**src/rtl/prach_ditfft3_pkg.sv**
```systemverilog
// Shared constants, index type and coefficient generator for the radix-3 DFT butterfly.
// Build option PRACH_DITFFT3_ROUND_EN selects round-half-up instead of floor in the datapath.
package prach_ditfft3_pkg;

  localparam int unsigned LATENCY = 4;

  typedef enum logic [1:0] {
    IDX_X0 = 2'd0,
    IDX_X1 = 2'd1,
    IDX_X2 = 2'd2
  } idx_e;

  // round(sqrt(3)/2 * 2^(cw-1)) as the rounded integer square root of 3 * 2^(2cw-4)
  function automatic int unsigned coef_c(input int unsigned cw);
    logic [63:0] v;
    logic [63:0] r;
    logic [63:0] b;
    v = 64'(3) << (2 * cw - 4);
    r = '0;
    for (int i = 31; i >= 0; i--) begin
      b = r | (64'(1) << i);
      if (b * b <= v) r = b;
    end
    if (v - r * r > r) r = r + 64'(1);
    return 32'(r);
  endfunction

endpackage

```
**src/rtl/prach_ditfft3_cmul.sv**
```systemverilog
// sqrt(3)/2 times a complex operand: multiply stage, then Q1.(CW-1) rescale stage.
// PRACH_DITFFT3_ROUND_EN: round half-up on the rescale; otherwise floor.
module prach_ditfft3_cmul
  import prach_ditfft3_pkg::*;
#(
  parameter int unsigned IW = 19,
  parameter int unsigned CW = 18
) (
  input  logic                 clk,
  input  logic                 rst_n,
  input  logic signed [IW-1:0] a_r,
  input  logic signed [IW-1:0] a_i,
  output logic signed [IW:0]   t_r,
  output logic signed [IW:0]   t_i
);

  localparam int unsigned PW = IW + CW;
  localparam int unsigned OW = IW + 1;
  localparam logic signed [PW-1:0] COEF = PW'(coef_c(CW));
`ifdef PRACH_DITFFT3_ROUND_EN
  localparam logic signed [PW-1:0] RND = PW'(1) << (CW - 2);
`else
  localparam logic signed [PW-1:0] RND = '0;
`endif

  logic signed [PW-1:0] p_r;
  logic signed [PW-1:0] p_i;

  always_ff @(posedge clk or negedge rst_n) begin
    if (!rst_n) begin
      p_r <= '0;
      p_i <= '0;
      t_r <= '0;
      t_i <= '0;
    end else begin
      p_r <= PW'(a_r) * COEF;
      p_i <= PW'(a_i) * COEF;
      t_r <= OW'((p_r + RND) >>> (CW - 1));
      t_i <= OW'((p_i + RND) >>> (CW - 1));
    end
  end

endmodule

```
**src/rtl/prach_ditfft3_p.sv**
```systemverilog
// Streaming 3-point DFT: collects x0..x2, emits X0..X2 on consecutive cycles, 4 cycles after x2.
// Build option PRACH_DITFFT3_ROUND_EN rounds the halving of s and the coefficient rescale.
module prach_ditfft3_p
  import prach_ditfft3_pkg::*;
#(
  parameter int unsigned DW = 18,
  parameter int unsigned CW = 18
) (
  input  logic          clk,
  input  logic          rst_n,
  input  logic [DW-1:0] din_dr,
  input  logic [DW-1:0] din_di,
  input  logic          din_dv,
  input  logic          sync_in,
  input  logic          inv,
  output logic [DW+1:0] dout_dr,
  output logic [DW+1:0] dout_di,
  output logic          dout_dv,
  output logic          sync_out,
  output logic          drop
);

  localparam int unsigned SW = DW + 1;
  localparam int unsigned OW = DW + 2;

  idx_e                 idx;
  idx_e                 idx_eff_c;
  logic                 take_x2_c;
  logic signed [DW-1:0] xin_r_c, xin_i_c;
  logic signed [DW-1:0] x0_r, x0_i, x1_r, x1_i;
  logic                 x0_sync, x0_inv;
  logic signed [DW-1:0] a0_r, a0_i;
  logic signed [SW-1:0] s_r, s_i, d_r, d_i;
  logic signed [OW-1:0] half_r_c, half_i_c;
  logic signed [OW-1:0] m_r, m_i, y0_r, y0_i;
  logic signed [OW-1:0] m3_r, m3_i, y03_r, y03_i;
  logic signed [OW-1:0] t_r, t_i;
  logic signed [OW-1:0] res0_r, res0_i, res1_r, res1_i, res2_r, res2_i;
  logic [LATENCY-1:0]   vld_p, sync_p;
  logic [LATENCY-2:0]   inv_p;
  logic [1:0]           ph;

  always_comb begin
    xin_r_c   = $signed(din_dr);
    xin_i_c   = $signed(din_di);
    idx_eff_c = sync_in ? IDX_X0 : idx;
    take_x2_c = din_dv && (idx_eff_c == IDX_X2);
`ifdef PRACH_DITFFT3_ROUND_EN
    half_r_c  = (OW'(s_r) + OW'(1)) >>> 1;
    half_i_c  = (OW'(s_i) + OW'(1)) >>> 1;
`else
    half_r_c  = OW'(s_r) >>> 1;
    half_i_c  = OW'(s_i) >>> 1;
`endif
  end

  // sample collection; a sync on x1/x2 restarts the triplet and reports the discard
  always_ff @(posedge clk or negedge rst_n) begin
    if (!rst_n) begin
      idx     <= IDX_X0;
      x0_r    <= '0;
      x0_i    <= '0;
      x1_r    <= '0;
      x1_i    <= '0;
      x0_sync <= 1'b0;
      x0_inv  <= 1'b0;
      drop    <= 1'b0;
    end else begin
      drop <= din_dv && sync_in && (idx != IDX_X0);
      if (din_dv) begin
        unique case (idx_eff_c)
          IDX_X0: begin
            x0_r    <= xin_r_c;
            x0_i    <= xin_i_c;
            x0_sync <= sync_in;
            x0_inv  <= inv;
            idx     <= IDX_X1;
          end
          IDX_X1: begin
            x1_r <= xin_r_c;
            x1_i <= xin_i_c;
            idx  <= IDX_X2;
          end
          default: idx <= IDX_X0;
        endcase
      end
    end
  end

  // datapath registers run freely; only the valid pipe decides what is emitted
  always_ff @(posedge clk or negedge rst_n) begin
    if (!rst_n) begin
      vld_p <= '0;
      sync_p <= '0;
      inv_p <= '0;
      a0_r <= '0;
      a0_i <= '0;
      s_r <= '0;
      s_i <= '0;
      d_r <= '0;
      d_i <= '0;
      m_r <= '0;
      m_i <= '0;
      y0_r <= '0;
      y0_i <= '0;
      m3_r <= '0;
      m3_i <= '0;
      y03_r <= '0;
      y03_i <= '0;
    end else begin
      vld_p  <= {vld_p[LATENCY-2:0], take_x2_c};
      sync_p <= {sync_p[LATENCY-2:0], x0_sync};
      inv_p  <= {inv_p[LATENCY-3:0], x0_inv};
      a0_r   <= x0_r;
      a0_i   <= x0_i;
      s_r    <= SW'(x1_r) + SW'(xin_r_c);
      s_i    <= SW'(x1_i) + SW'(xin_i_c);
      d_r    <= SW'(x1_r) - SW'(xin_r_c);
      d_i    <= SW'(x1_i) - SW'(xin_i_c);
      m_r    <= OW'(a0_r) - half_r_c;
      m_i    <= OW'(a0_i) - half_i_c;
      y0_r   <= OW'(a0_r) + OW'(s_r);
      y0_i   <= OW'(a0_i) + OW'(s_i);
      m3_r   <= m_r;
      m3_i   <= m_i;
      y03_r  <= y0_r;
      y03_i  <= y0_i;
    end
  end

  prach_ditfft3_cmul #(
    .IW(SW),
    .CW(CW)
  ) u_cmul (
    .clk  (clk),
    .rst_n(rst_n),
    .a_r  (d_r),
    .a_i  (d_i),
    .t_r  (t_r),
    .t_i  (t_i)
  );

  // triplet results held until the serialiser has sent X2
  always_ff @(posedge clk or negedge rst_n) begin
    if (!rst_n) begin
      res0_r <= '0;
      res0_i <= '0;
      res1_r <= '0;
      res1_i <= '0;
      res2_r <= '0;
      res2_i <= '0;
    end else if (vld_p[LATENCY-2]) begin
      res0_r <= y03_r;
      res0_i <= y03_i;
      res1_r <= inv_p[LATENCY-2] ? m3_r - t_i : m3_r + t_i;
      res1_i <= inv_p[LATENCY-2] ? m3_i + t_r : m3_i - t_r;
      res2_r <= inv_p[LATENCY-2] ? m3_r + t_i : m3_r - t_i;
      res2_i <= inv_p[LATENCY-2] ? m3_i - t_r : m3_i + t_r;
    end
  end

  always_ff @(posedge clk or negedge rst_n) begin
    if (!rst_n) begin
      dout_dr  <= '0;
      dout_di  <= '0;
      dout_dv  <= 1'b0;
      sync_out <= 1'b0;
      ph       <= 2'd0;
    end else begin
      dout_dr  <= '0;
      dout_di  <= '0;
      dout_dv  <= 1'b0;
      sync_out <= 1'b0;
      ph       <= 2'd0;
      if (vld_p[LATENCY-1]) begin
        dout_dr  <= res0_r;
        dout_di  <= res0_i;
        dout_dv  <= 1'b1;
        sync_out <= sync_p[LATENCY-1];
        ph       <= 2'd1;
      end else if (ph == 2'd1) begin
        dout_dr <= res1_r;
        dout_di <= res1_i;
        dout_dv <= 1'b1;
        ph      <= 2'd2;
      end else if (ph == 2'd2) begin
        dout_dr <= res2_r;
        dout_di <= res2_i;
        dout_dv <= 1'b1;
      end
    end
  end

endmodule

```
**config.mk**
```make
export PLATFORM = sky130hd
export DESIGN_NAME = prach_ditfft3_p
export DESIGN_NICKNAME = d
export VERILOG_FILES = /design/src/rtl/prach_ditfft3_pkg.sv /design/src/rtl/prach_ditfft3_cmul.sv /design/src/rtl/prach_ditfft3_p.sv
export SDC_FILE = /design/constraint.sdc
export NUM_CORES = 2
export LEC_CHECK = 0
export BUFFER_PORTS_ARGS = -buffer_cell sky130_fd_sc_hd__buf_2
export CAP_MARGIN = 20
export CORE_ASPECT_RATIO = 1.1
export CORE_MARGIN = 5
export CORE_UTILIZATION = 40
export CTS_CLUSTER_DIAMETER = 30
export DETAILED_ROUTE_END_ITERATION = 10
export SLEW_MARGIN = 20
export SYNTH_ARGS = -nofsm -noshare
export SYNTH_HDL_FRONTEND = slang
export SYNTH_SLANG_ARGS = --single-unit
```
**constraint.sdc**
```tcl
create_clock -name clk -period 8.9 [get_ports clk]
set_input_delay 0.89 -clock clk [delete_from_list [all_inputs] [get_ports clk]]
set_output_delay 0.89 -clock clk [all_outputs]
set_load 0.02 [all_outputs]
```
==> impl_metrics.csv <==
group,metric,value,unit
setup_path,path_cells,"ha_1 -> fa_1 -> inv_1 -> fa_1 -> fa_1 -> inv_1 -> fa_1 -> inv_1 -> fa_1 -> inv_1 -> ha_1 -> nand3_1 -> nor2_1 -> o21ai_0 -> a21oi_1 -> a31o_2 -> a221oi_4 -> o21ai_2 -> a2111oi_0 -> nor3_1",
floorplan,core,0.1007,sq mm
final_layout,syn2layout_area_growth,14.79,%
setup_path,worstPathRequired,9.46,ns
drt,wl,99740,um
drt,vias_per_cell,5.082,
drt,postRouteAntennaNets,0,
synth,synth-seq-area-share,36.67,%
sta,finalCritPeriodShare,70.30,%
clock_network,tritoncts.num_buffers,117,
placement,post_dp_cell_area,0.04242,sq mm
worst_hold_path,worstHoldPathType,"primary input to asynchronous set/reset pin",
placement,place_congestion,0.8980,
floorplan,die_w,314.0,um
final_layout,fin_area,0.04668,sq mm
sta,rsz0062_at_grt,"no",
run_status,status,"finished clean",
final_layout,fin_nets,4732,
clock_network,path_clk_slew,0.05,ns
grt,met1_usage,27.29,%
grt,antenna_found_initial,11,
grt,gr-usage-met2,29.25,%
synth,synth-seq-cells,596,
clock_network,clk_latency,0.71,ns
setup_path,slowest_stage,"fa_1",
grt,grt-busiest-layer,"met2",
synth,synth-edff-count,0,
clock_network,h-tree-depth,3,
placement,io_buffers,83,
setup_path,critPathBufInv,4,
grt,grt_max_degree,174,
sta,slew_viol_final,0,
drt,drt_pass1_iterations,5,
setup_path,start_kind,"flop",
synth,synth_nets,4620,
floorplan,die_h,344.4,um
clock_network,clockBufferDepth,3,
synth,synth.distinct_cells,85,
grt,grt-ovfl-total,0,
floorplan,die-area,0.1082,sq mm
drt,drt_iter0_markers,1816,
setup_path,critPathTopFamily,"adder cells",
sta,setup_tns,0,ns
grt,grt_pass1_wl,160100,um
setup_path,worstSetupEndpointType,"flop",
sta,setup_violations,0,
clock_network,cts-resized-gates,0,
final_layout,drive_gt1_share,11.07,%
grt,gr-usage-all-layers,18.67,%
setup_path,crit_type,"flop to flop",
sta,fin_crit,6.256,ns
setup_path,cpMostUsedCell,"fa_1",
sta,fmax,159.8,MHz
setup_path,critPathMaxFanout,5,
synth,synth_ff_type,"dfrtp_1",
grt,met3_usage,3.311,%
placement,dp_hpwl,80120,um
clock_network,clock_sinks,596,
synth,syn-cell-area,0.04067,sq mm
setup_path,critical_path.max_stage_delay,0.54,ns
sta,finClkSkew,0.09039,ns
synth,yosys_warnings,0,
grt,first_global_vias,27890,
final_layout,nFillCells,9330,
clock_network,cts_setup_buffers,0,
synth,syn_inst,3841,
floorplan,boundaryPins,84,
final_layout,utilization,46.34,%
sta,slew_headroom,19.45,%
sta,tightest_slew,1.178,ns
job,drv_cap,0,
synth,async_flop_share,100.0,%
floorplan,fp-row-count,122,
synth,syn_avg_cell_area,10.59,sq um
drt,route.detailed.wl_per_inst,18.61,um
floorplan,initial_core_util,40.37,%
drt,via_count,27240,
sta,hold_viol,0,
clock_network,root_buffer,"clkbuf_16",
setup_path,arrival,6.81,ns
drt,drc,0,
clock_network,cts_tree,"built",
clock_network,hold_buffers,0,
-- path summary, 6_finish.rpt --
kind / start / to / slack [ns] / depth (start not counted)
max: d_r[8]$_DFF_PN0_ / u_cmul.p_r[36]$_DFF_PN0_ / 2.64 / 20
min: rst_n / x1_i[0]$_DFFE_PN0P_ / 0.25 / 1
max reg2reg: d_r[8]$_DFF_PN0_ / u_cmul.p_r[36]$_DFF_PN0_ / 2.64 / 20
min reg2reg: u_cmul.p_i[34]$_DFF_PN0_ / u_cmul.t_i[17]$_DFF_PN0_ / 0.32 / 0
max in group asynchronous: rst_n / vld_p[3]$_DFF_PN0_ / 6.69 / 3
min in group clk: u_cmul.p_i[34]$_DFF_PN0_ / u_cmul.t_i[17]$_DFF_PN0_ / 0.32 / 0
-- area by class of cell --
class	instances	area, sq um	area share, %
inverter	599	2248	4.817
sequential	596	14920	31.96
clock buffer	133	3048	6.529
tap	1302	1629	3.490
antenna	4	10.01	0.02144
timing repair buffer	98	554.3	1.187
multi-input combinational	2541	23070	49.43
clock inverter	88	1196	2.562
-- cells by family (layout without fill, tap and decap cells) --
family | count (synthesis) | in the layout | synth area share [%]
AOI/OAI and AO/OA | 771 | 771 | 12.39
xor gates and xnor gates | 238 | 238 | 5.126
adders and majority gates | 742 | 742 | 28.12
buffers and inverters | 704 | 918 | 6.649
DFF | 596 | 596 | 36.67
muxes | 139 | 139 | 3.741
other | 0 | 4 | 0
and+or+nand+nor | 651 | 651 | 7.298
-- state kept, by name, indices dropped and copies added (netlist names), 20 cells and up --
register	count
u_cmul.p_i	20
dout_di	20
res1_i	20
res0_r	20
res1_r	20
dout_dr	20
u_cmul.t_r	20
y03_r	20
u_cmul.t_i	20
y03_i	20
res0_i	20
y0_r	20
y0_i	20
u_cmul.p_r	20
-- metal layers --
layer  wire length, um  up-vias
met3              5256      125
li1                  -    13050
met5                61        -
met2             44730      595
met4              1817        8
met1             47880    13470
-- placed cells by master (no fill, tap or decap), types with 31 or more instances in the layout --
cell type	instances
a21o_1	63
o21bai_1	42
o21ai_0	177
nand2b_1	31
o21a_1	34
fa_1	288
buf_2	82
nand3_1	51
dfrtp_1	593
nor3_1	50
xor2_1	52
xnor2_1	186
clkbuf_16	117
mux2_2	104
ha_1	450
nand2_1	184
nor2b_1	35
inv_1	596
nor2_1	218
mux2i_1	35
a22oi_1	42
a21oi_1	222
-- stage by stage --
| stage | hold slack, ns | setup slack (ns) | cells |
|---|---|---|---|
| final | 0.2459 | 2.644 | 5361 |
| after global routing | 0.2769 | 2.217 | 5358 |
| after CTS | 0.2185 | 2.611 | 5357 |
| after detailed placement | 0.3347 | 2.611 | 5136 |
| after global placement | 0.3324 | 2.734 | 5136 |
| after floorplan | 0.3312 | 3.252 | 3841 |
-- synthesized netlist by cell type, drive strengths merged, types with 26 or more instances --
| cell type | instances | area share (%) |
|---|---|---|
| a21o | 63 | 1.2 |
| a21oi | 222 | 2.7 |
| a22oi | 42 | 0.78 |
| buf | 26 | 0.39 |
| clkbuf | 79 | 0.73 |
| dfrtp | 596 | 37 |
| fa | 288 | 14 |
| ha | 450 | 14 |
| inv | 597 | 5.5 |
| mux2 | 104 | 2.9 |
| mux2i | 35 | 0.86 |
| nand2 | 184 | 1.7 |
| nand2b | 31 | 0.48 |
| nand3 | 51 | 0.63 |
| nor2 | 218 | 2.0 |
| nor2b | 36 | 0.55 |
| nor3 | 51 | 0.64 |
| o21a | 34 | 0.63 |
| o21ai | 186 | 2.3 |
| o21bai | 42 | 0.78 |
| xnor2 | 186 | 4.0 |
| xor2 | 52 | 1.1 |
Power is not shown: default switching activity piles up to over one toggle a cycle in this logic, so the estimate is an artifact.
